<file path="src/rtl/add_sub_serial.sv">
// Digit-serial add/subtract unit: processes DIGIT bits per clock, LSB slice first,
// with start/busy/done handshake and carry/borrow, overflow and zero flags.
module add_sub_serial #(
  parameter int unsigned WIDTH = 8,
  parameter int unsigned DIGIT = 1
) (
  input  logic             clk,
  input  logic             rst_n,
  input  logic             start,
  input  logic             op_sub,
  input  logic             op_acc,
  input  logic [WIDTH-1:0] a,
  input  logic [WIDTH-1:0] b,
  output logic             busy,
  output logic             done,
  output logic [WIDTH-1:0] result,
  output logic             carry_out,
  output logic             overflow,
  output logic             zero
);

  localparam int unsigned NSLICE = WIDTH / DIGIT;
  localparam int unsigned CW     = (NSLICE > 1) ? $clog2(NSLICE) : 1;

  if ((WIDTH < 2) || (DIGIT == 0) || ((WIDTH % DIGIT) != 0)) begin : g_bad_param
    $error("add_sub_serial: WIDTH must be >= 2 and an integer multiple of DIGIT");
  end

  typedef enum logic [1:0] {S_IDLE, S_BUSY, S_DONE} state_t;

  state_t           r_state;
  state_t           w_state_nxt;
  logic [WIDTH-1:0] r_a;
  logic [WIDTH-1:0] r_b;
  logic [WIDTH-1:0] r_sum;
  logic [CW-1:0]    r_cnt;
  logic             r_sub;
  logic             r_carry;
  logic             r_a_msb;
  logic             r_bx_msb;
  logic             r_busy;
  logic             r_done;
  logic [WIDTH-1:0] r_result;
  logic             r_carry_out;
  logic             r_overflow;
  logic             r_zero;

  logic [DIGIT-1:0] w_bx;
  logic [DIGIT:0]   w_ext;
  logic [DIGIT-1:0] w_slice;
  logic             w_cout;
  logic [WIDTH-1:0] w_sum_nxt;
  logic [WIDTH-1:0] w_a_sel;
  logic             w_last;

  // One slice of the ripple: B is inverted and carry-in preloaded with op_sub for subtraction
  assign w_bx      = r_b[DIGIT-1:0] ^ {DIGIT{r_sub}};
  assign w_ext     = (DIGIT+1)'(r_a[DIGIT-1:0]) + (DIGIT+1)'(w_bx) + (DIGIT+1)'(r_carry);
  assign w_slice   = w_ext[DIGIT-1:0];
  assign w_cout    = w_ext[DIGIT];
  assign w_sum_nxt = WIDTH'({w_slice, r_sum} >> DIGIT);
  assign w_a_sel   = op_acc ? r_result : a;
  assign w_last    = (r_cnt == CW'(NSLICE - 1));

  always_ff @(posedge clk) begin
    if (!rst_n) r_state <= S_IDLE;
    else        r_state <= w_state_nxt;
  end

  always_comb begin
    w_state_nxt = r_state;
    case (r_state)
      S_IDLE:  if (start) w_state_nxt = S_BUSY;
      S_BUSY:  if (w_last) w_state_nxt = S_DONE;
      S_DONE:  w_state_nxt = S_IDLE;
      default: w_state_nxt = S_IDLE;
    endcase
  end

  // Operand shifters, shadow sum and flag registers
  always_ff @(posedge clk) begin
    if (!rst_n) begin
      r_a         <= '0;
      r_b         <= '0;
      r_sum       <= '0;
      r_cnt       <= '0;
      r_sub       <= 1'b0;
      r_carry     <= 1'b0;
      r_a_msb     <= 1'b0;
      r_bx_msb    <= 1'b0;
      r_busy      <= 1'b0;
      r_done      <= 1'b0;
      r_result    <= '0;
      r_carry_out <= 1'b0;
      r_overflow  <= 1'b0;
      r_zero      <= 1'b1;
    end else begin
      r_busy <= (w_state_nxt == S_BUSY);
      r_done <= (w_state_nxt == S_DONE);
      case (r_state)
        S_IDLE: begin
          if (start) begin
            r_a      <= w_a_sel;
            r_b      <= b;
            r_sum    <= '0;
            r_cnt    <= '0;
            r_sub    <= op_sub;
            r_carry  <= op_sub;
            r_a_msb  <= w_a_sel[WIDTH-1];
            r_bx_msb <= b[WIDTH-1] ^ op_sub;
          end
        end
        S_BUSY: begin
          r_a     <= r_a >> DIGIT;
          r_b     <= r_b >> DIGIT;
          r_sum   <= w_sum_nxt;
          r_carry <= w_cout;
          r_cnt   <= r_cnt + CW'(1);
          if (w_last) begin
            r_result    <= w_sum_nxt;
            r_carry_out <= w_cout ^ r_sub;
            r_overflow  <= (r_a_msb == r_bx_msb) && (w_slice[DIGIT-1] != r_a_msb);
            r_zero      <= (w_sum_nxt == '0);
          end
        end
        default: ;
      endcase
    end
  end

  assign busy      = r_busy;
  assign done      = r_done;
  assign result    = r_result;
  assign carry_out = r_carry_out;
  assign overflow  = r_overflow;
  assign zero      = r_zero;

endmodule

</file>
<file path="config.mk">
export PLATFORM = sky130hd
export DESIGN_NAME = add_sub_serial
export DESIGN_NICKNAME = d
export VERILOG_FILES = /design/src/rtl/add_sub_serial.sv
export SDC_FILE = /design/constraint.sdc
export NUM_CORES = 1
export LEC_CHECK = 0
export CORE_MARGIN = 8
export CORE_UTILIZATION = 36
export CTS_CLUSTER_DIAMETER = 40
export DETAILED_ROUTE_END_ITERATION = 10
export PLACE_DENSITY_LB_ADDON = 0.1
export RECOVER_POWER = 50
export SLEW_MARGIN = 20
export SYNTH_ARGS = -nofsm -noshare
export SYNTH_HDL_FRONTEND = slang
export SYNTH_SLANG_ARGS = --single-unit
</file>
<file path="constraint.sdc">
create_clock -name clk -period 2.4 [get_ports clk]
set_input_delay 0.24 -clock clk [delete_from_list [all_inputs] [get_ports clk]]
set_output_delay 0.24 -clock clk [all_outputs]
set_load 0.01 [all_outputs]
</file>
After elaboration in Yosys (flattened, before gate mapping)
Cells that the tools add are included.

storage, ports and cells
  register bits = 46
  bits in latches = 0
  RAM bits = 0
  ROM bits = 0
  bits of input ports = 21
  output and inout bits = 13
  word-level logic and storage cells = 49
  memories = 0

operators by class
  add/sub/neg operators = 3
  $mul = 0
  div/mod/pow operators = 0
  magnitude comparators = 0
  eq/ne operators = 7
  shift operators = 0
  mux-type cells = 14
  bitwise gates (word level) = 3
  reduce and logical (&&, ||, !) cells = 7

operator list
  operator               number
  $pmux W8 S2            3
  $mux W8                4
  $logic_not A8 Y1       1
  $pmux W3 S2            1
  $reduce_and A2 Y1      3
  $eq A2 B1 Y1 const B   2
  $mux W2                2
  $pmux W2 S2            1
  $add A3 B1 Y3 const B  1
  $eq A3 B3 Y1 const B   1
  $mux W3                1
  $xor A1 B1 Y1          3
  $add A1 B1 Y2          1
  $add A2 B1 Y2          1
  $eq A2 B2 Y1 const B   1
  $logic_not A2 Y1       1
  $ne A2 B2 Y1 const B   1
  $pmux W1 S2            1
  $reduce_bool A2 Y1     1
  $eq A1 B1 Y1           1
  $logic_and A1 B1 Y1    1
  $mux W1                1
  $ne A1 B1 Y1           1

Depth between registers and ports, before layout
  word-level depth = 5
  mapped depth = 7
  gate-level depth less buffers = 5

Worst setup path after synthesis
OpenSTA, ideal clock, no wires.

  kind = register to register
  from = reg r_sub
  to = reg r_overflow (netlist: overflow)
  setup time = 0.074 ns
  arrival time = 1.600 ns
  required time = 2.326 ns
  path slack = 0.726 ns
  cell stages (with the launch flop) = 5
  path buffers = 0
  period minus slack after synthesis = 1.674 ns
  cell sequence = dfxtp_1 xor2_1 fa_1 or3b_2 a31oi_1

between the ends
  word-level cells in the longest chain between the ends = 5

RTL lines
  element                 RTL line  source
  from (decl)             37        logic r_sub;
  from (signal assigned)  107       r_sub <= op_sub;
  $xor A1 B1 Y1           57        assign w_bx = r_b[DIGIT-1:0] ^ {DIGIT{r_sub}};
  $add A1 B1 Y2           58        assign w_ext = (DIGIT+1)'(r_a[DIGIT-1:0]) + (DIGIT+1)'(w_bx) + (DIGIT+1)'(r_carry);
  $add A2 B1 Y2           58
  via w_ext[0]            49        logic [DIGIT:0] w_ext;
  $ne A1 B1 Y1            122       r_overflow <= (r_a_msb == r_bx_msb) && (w_slice[DIGIT-1] != r_a_msb);
  $logic_and A1 B1 Y1     122
  to (signal assigned)    122
  to (decl)               45        logic r_overflow;

The timed path passes the listed nets, and every way through them passes these cells.
A chain may end at the register's enable or synchronous reset.

Final worst setup path
Same ends and word-level chain as after synthesis.

==> results list <==
* Combinational family with the most area after synthesis: compound AO/OA/AOI/OAI gates
- Once detail routing completed, the nets flagged for antenna violations numbered 0.
* Number of standard cells after synthesis: 217
* Wire length of the first global-routing pass: 7590 um
- The number of antenna diodes in the final layout is 0.
- The layout has 518 filler cells.
- Commonest cells post-synth: 45 x dfxtp_1, 27 x nand2_1, 18 x nor2b_1, 13 x a21oi_1
* Number of placement rows: 26
* DRT iter0 DRCs: 54
- dfxtp_1 is the most common cell in the netlist.
* RSZ-0062 raised after global routing: false
- In the routed layout, each cell is associated on average with a via count of 5.02.
- The number of pins with negative max-slew slack in the final report was 0.
- After layout, the design draws a total of 1590 uW.
* Setup bufs post-CTS: 0
- In the final layout, the share of cells above drive strength 1 is 5.26%.
- In this run the worst path has a maximum fanout of 5.
- The worst-case IR drop observed on VDD is 0.306 mV.
- Worst setup SP type: flip-flop
- For the final database, setup skew stands at 0.00425 ns.
- Cell area power density: 650 nW/um^2
* Average routed wire per standard cell: 14.6 um
- Yosys mapped a number of flops with a built-in enable equal to 0.
- Headroom to the max-slew limit: 55.0%
- Prior to clock tree synthesis, the placed netlist has a worst setup slack of 0.646 ns.
- Number of unique standard cell types used by synthesis: 36
* Flop2flop setup slack: 0.60 ns
* Antenna violations before repair: 0
- Dominant cell type by area after synthesis: dfxtp_1
- The worst hold path was traced through 2 stages.
- Initial core utilization: 37.6%
- CTS Root Cell: clkbuf_8
- GP Congestion: 0.733
- In this run, synthesis produced a sequential element count of 45.
- In the finished design, the share of the clock period the worst path needs comes to 75.2%.
- The worst hold path belongs to the class flip-flop to flip-flop.
- Mux contribution to synthesized area: 1.61%
- HPWL after DPL: 3310 um
- Summing all flip-flop and latch instances after layout gives 901 um^2.
- Syn Nets: 241
* Number of port buffers: 33
* Setup_tns: 0 ns
- Area contributors post-synth: dfxtp_1 46%, nor2b_1 5.8%, nand2_1 5.2%
* Post-route worst setup slack: 0.596 ns
- The floorplan step set the die width to 89.5 um.
* Syn_area_per_cell: 8.95 um^2
- Clock Pin Slew Worst Setup and Hold Paths: 0.08 ns
- Result of the run: finished, final reports clean
- Timing would allow up to 0.554 GHz.
- The longest clock path from root to sink contains 2 buffers.
- Synth Cell Area: 1940 um^2
* Worst-case reg-to-reg path depth: 4
- For hold timing, the worst endpoint is r_a[6]$_SDFFE_PN0P_.
- At the end of the flow the core is filled with cells to 47.1%.
- For this design, the CTS-stage hold fixing added 0 buffers.
- Post-synthesis share of cell area spent on and, or, nand and nor gates: 20.9%
- Total detailed-routing wirelength: 4620 um
* Router iterations before antenna repair: 4
- Data arrives at the worst endpoint at 2.03 ns.
* Startpoint of the most critical register-to-register path: r_sub$_SDFFE_PN0P_
* Startpoint of the worst hold path: r_a[6]$_SDFFE_PN0P_
- The via count of the first global-routing pass is 1551.
* Post-synthesis xor/xnor area fraction: 1.35%
- Summing the sequential cell areas from Yosys gives 46.4% of the chip area.
- Resized Gates After CTS: 0
- Max-cap violation count: 0
* Share of synthesized flip-flops with an asynchronous set or reset: 0%
- Total core area: 5170 um^2
* Worst Setup End Kind: flip-flop
- Capture instance of the worst register-to-register path: overflow$_SDFFE_PN0P_
- Overflow left after global routing: 0
- Number of failing hold endpoints at the final stage: 0
* Aggregate global-route resource usage: 12.5%
* Number of placed instances with taps included: 309
* Synth Area in Compound Gates: 23.0%
* Final Setup Violations: 0
* Routed vias: 1590
* Sinks on Clock Net: 45
- Number of warnings reported in the yosys synthesis log: 0
- Clock latency on the worst-skew pair: 0.30 ns
- After detailed routing, the number of remaining DRC violations is 0.
- Maximum number of pins on one net before global-route repair: 30
* CTS H-Tree Depth: 2
* Final net count: 270
- The die covers 8000 um^2.
* Shortest clock period the worst path allows after layout: 1.80 ns
* Number of standard cells in the layout, taps in and fillers out: 317
- In the final layout, the multi-input gates occupy 946 um^2.
- Synthesis-to-layout area growth: 25.5%
* Clock tree from TritonCTS: built
- CP Data Required Time: 2.63 ns
- The synthesized design devotes to its leading area cell type 46.4% of total area.
- Number of ports placed on the die boundary: 34
- The die is 89.5 um tall.
- Among all flip-flop cells after synthesis, the most frequent one is dfxtp_1.
- The critical path in this run is classified as flip-flop to flip-flop.
* Synth Area in Adders: 2.32%
* Number of buffers created by CTS: 5
- Summed over all cells, the static leakage comes to 0.000938 uW.
* Worst slew pin tran: 0.674 ns
-- how the worst max path moves through the flow --
stage | depth (start not counted) | start | slack [ns] | to
2_1_floorplan | 4 | r_sub$_SDFFE_PN0P_ | 0.73 | overflow$_SDFFE_PN0P_
3_3_place_gp | 4 | start | 0.69 | r_sub$_SDFFE_PN0P_
3_5_place_dp | 4 | r_sub$_SDFFE_PN0P_ | 0.65 | overflow$_SDFFE_PN0P_
4_1_cts | 4 | r_sub$_SDFFE_PN0P_ | 0.59 | overflow$_SDFFE_PN0P_
5_1_grt | 4 | start | 0.54 | r_a_msb$_SDFFE_PN0P_
6_report | 4 | r_sub$_SDFFE_PN0P_ | 0.60 | overflow$_SDFFE_PN0P_
-- cells in the final DEF, fill, tap and decap left out, types with 2 or more instances in the layout --
| master | synthesis | final |
|---|---|---|
| nand3_1 | 9 | 9 |
| nor2b_1 | 18 | 18 |
| and3_1 | 2 | 2 |
| a22oi_1 | 10 | 10 |
| dlygate4sd3_1 | 0 | 14 |
| inv_1 | 4 | 4 |
| a211oi_1 | 7 | 7 |
| nand3b_1 | 2 | 2 |
| mux2i_1 | 2 | 2 |
| xnor2_1 | 2 | 2 |
| o31ai_1 | 7 | 7 |
| nand2b_1 | 2 | 2 |
| a21oi_1 | 13 | 13 |
| nor4_1 | 2 | 2 |
| clkbuf_8 | 0 | 6 |
| a22o_1 | 3 | 3 |
| ha_1 | 2 | 2 |
| nand2_1 | 27 | 27 |
| o21ai_1 | 9 | 6 |
| clkdlybuf4s50_1 | 0 | 19 |
| o21ai_0 | 0 | 3 |
| dfxtp_1 | 45 | 45 |
| buf_4 | 2 | 3 |
| nor2_1 | 10 | 10 |
| and2_1 | 3 | 3 |
| o211a_1 | 2 | 2 |
| a21boi_1 | 10 | 9 |
-- worst max-delay path, stage by stage (launching register included) --
cell and delay (ns):
dfxtp_1 0.35, xor2_1 0.19, fa_1 0.58, or3b_2 0.46, a31oi_1 0.17
-- final cells by class --
class / count / area share [%]
clock buffers: 7 / 3.54
repair buffers: 37 / 15.3
flip-flops and latches: 45 / 36.9
clock inverters: 1 / 1.23
inverters: 4 / 0.616
well taps: 70 / 3.59
multi-input cells: 153 / 38.8
-- report_power, final --
part / switching, uW / internal [uW] / total [uW]
clock: 256 / 340 / 596
combinational: 90.9 / 98.0 / 189
sequential: 23.1 / 778 / 801
-- registers in the layout (all words and copies together) (netlist names) --
| signal | flops |
|---|---|
| r_a | 8 |
| r_b | 8 |
| result | 8 |
| r_sum | 7 |
| r_cnt | 3 |
| r_state | 2 |
| busy | 1 |
| carry_out | 1 |
| done | 1 |
| overflow | 1 |
| r_a_msb | 1 |
| r_bx_msb | 1 |
| r_carry | 1 |
| r_sub | 1 |
| zero | 1 |
-- metal layers --
| layer | track usage (%) | vias up | wire [um] |
|---|---|---|---|
| li1 | - | 819 | - |
| met4 | 5.89 | 0 | 76 |
| met5 | 0 | - | 0 |
| met3 | 3.03 | 7 | 156 |
| met2 | 19.6 | 20 | 2140 |
| met1 | 15.8 | 744 | 2250 |
-- logic make-up after synthesis --
group / after synthesis
adder cells (fa/ha/maj): 3
AND/OR/NAND/NOR: 79
multiplexers: 3
AO/OA/AOI/OAI: 65
XOR/XNOR: 3
buffers and inverters: 19
flip-flops: 45
-- per-stage QoR --
step	hold WS, ns	cell area (um^2)
after floorplan	0.375	1940
after global placement	0.452	2330
after detailed placement	0.462	2330
after CTS	0.475	2450
after global routing	0.482	2440
final	0.472	2440
No activity file was read; power rests on OpenSTA's default activity.
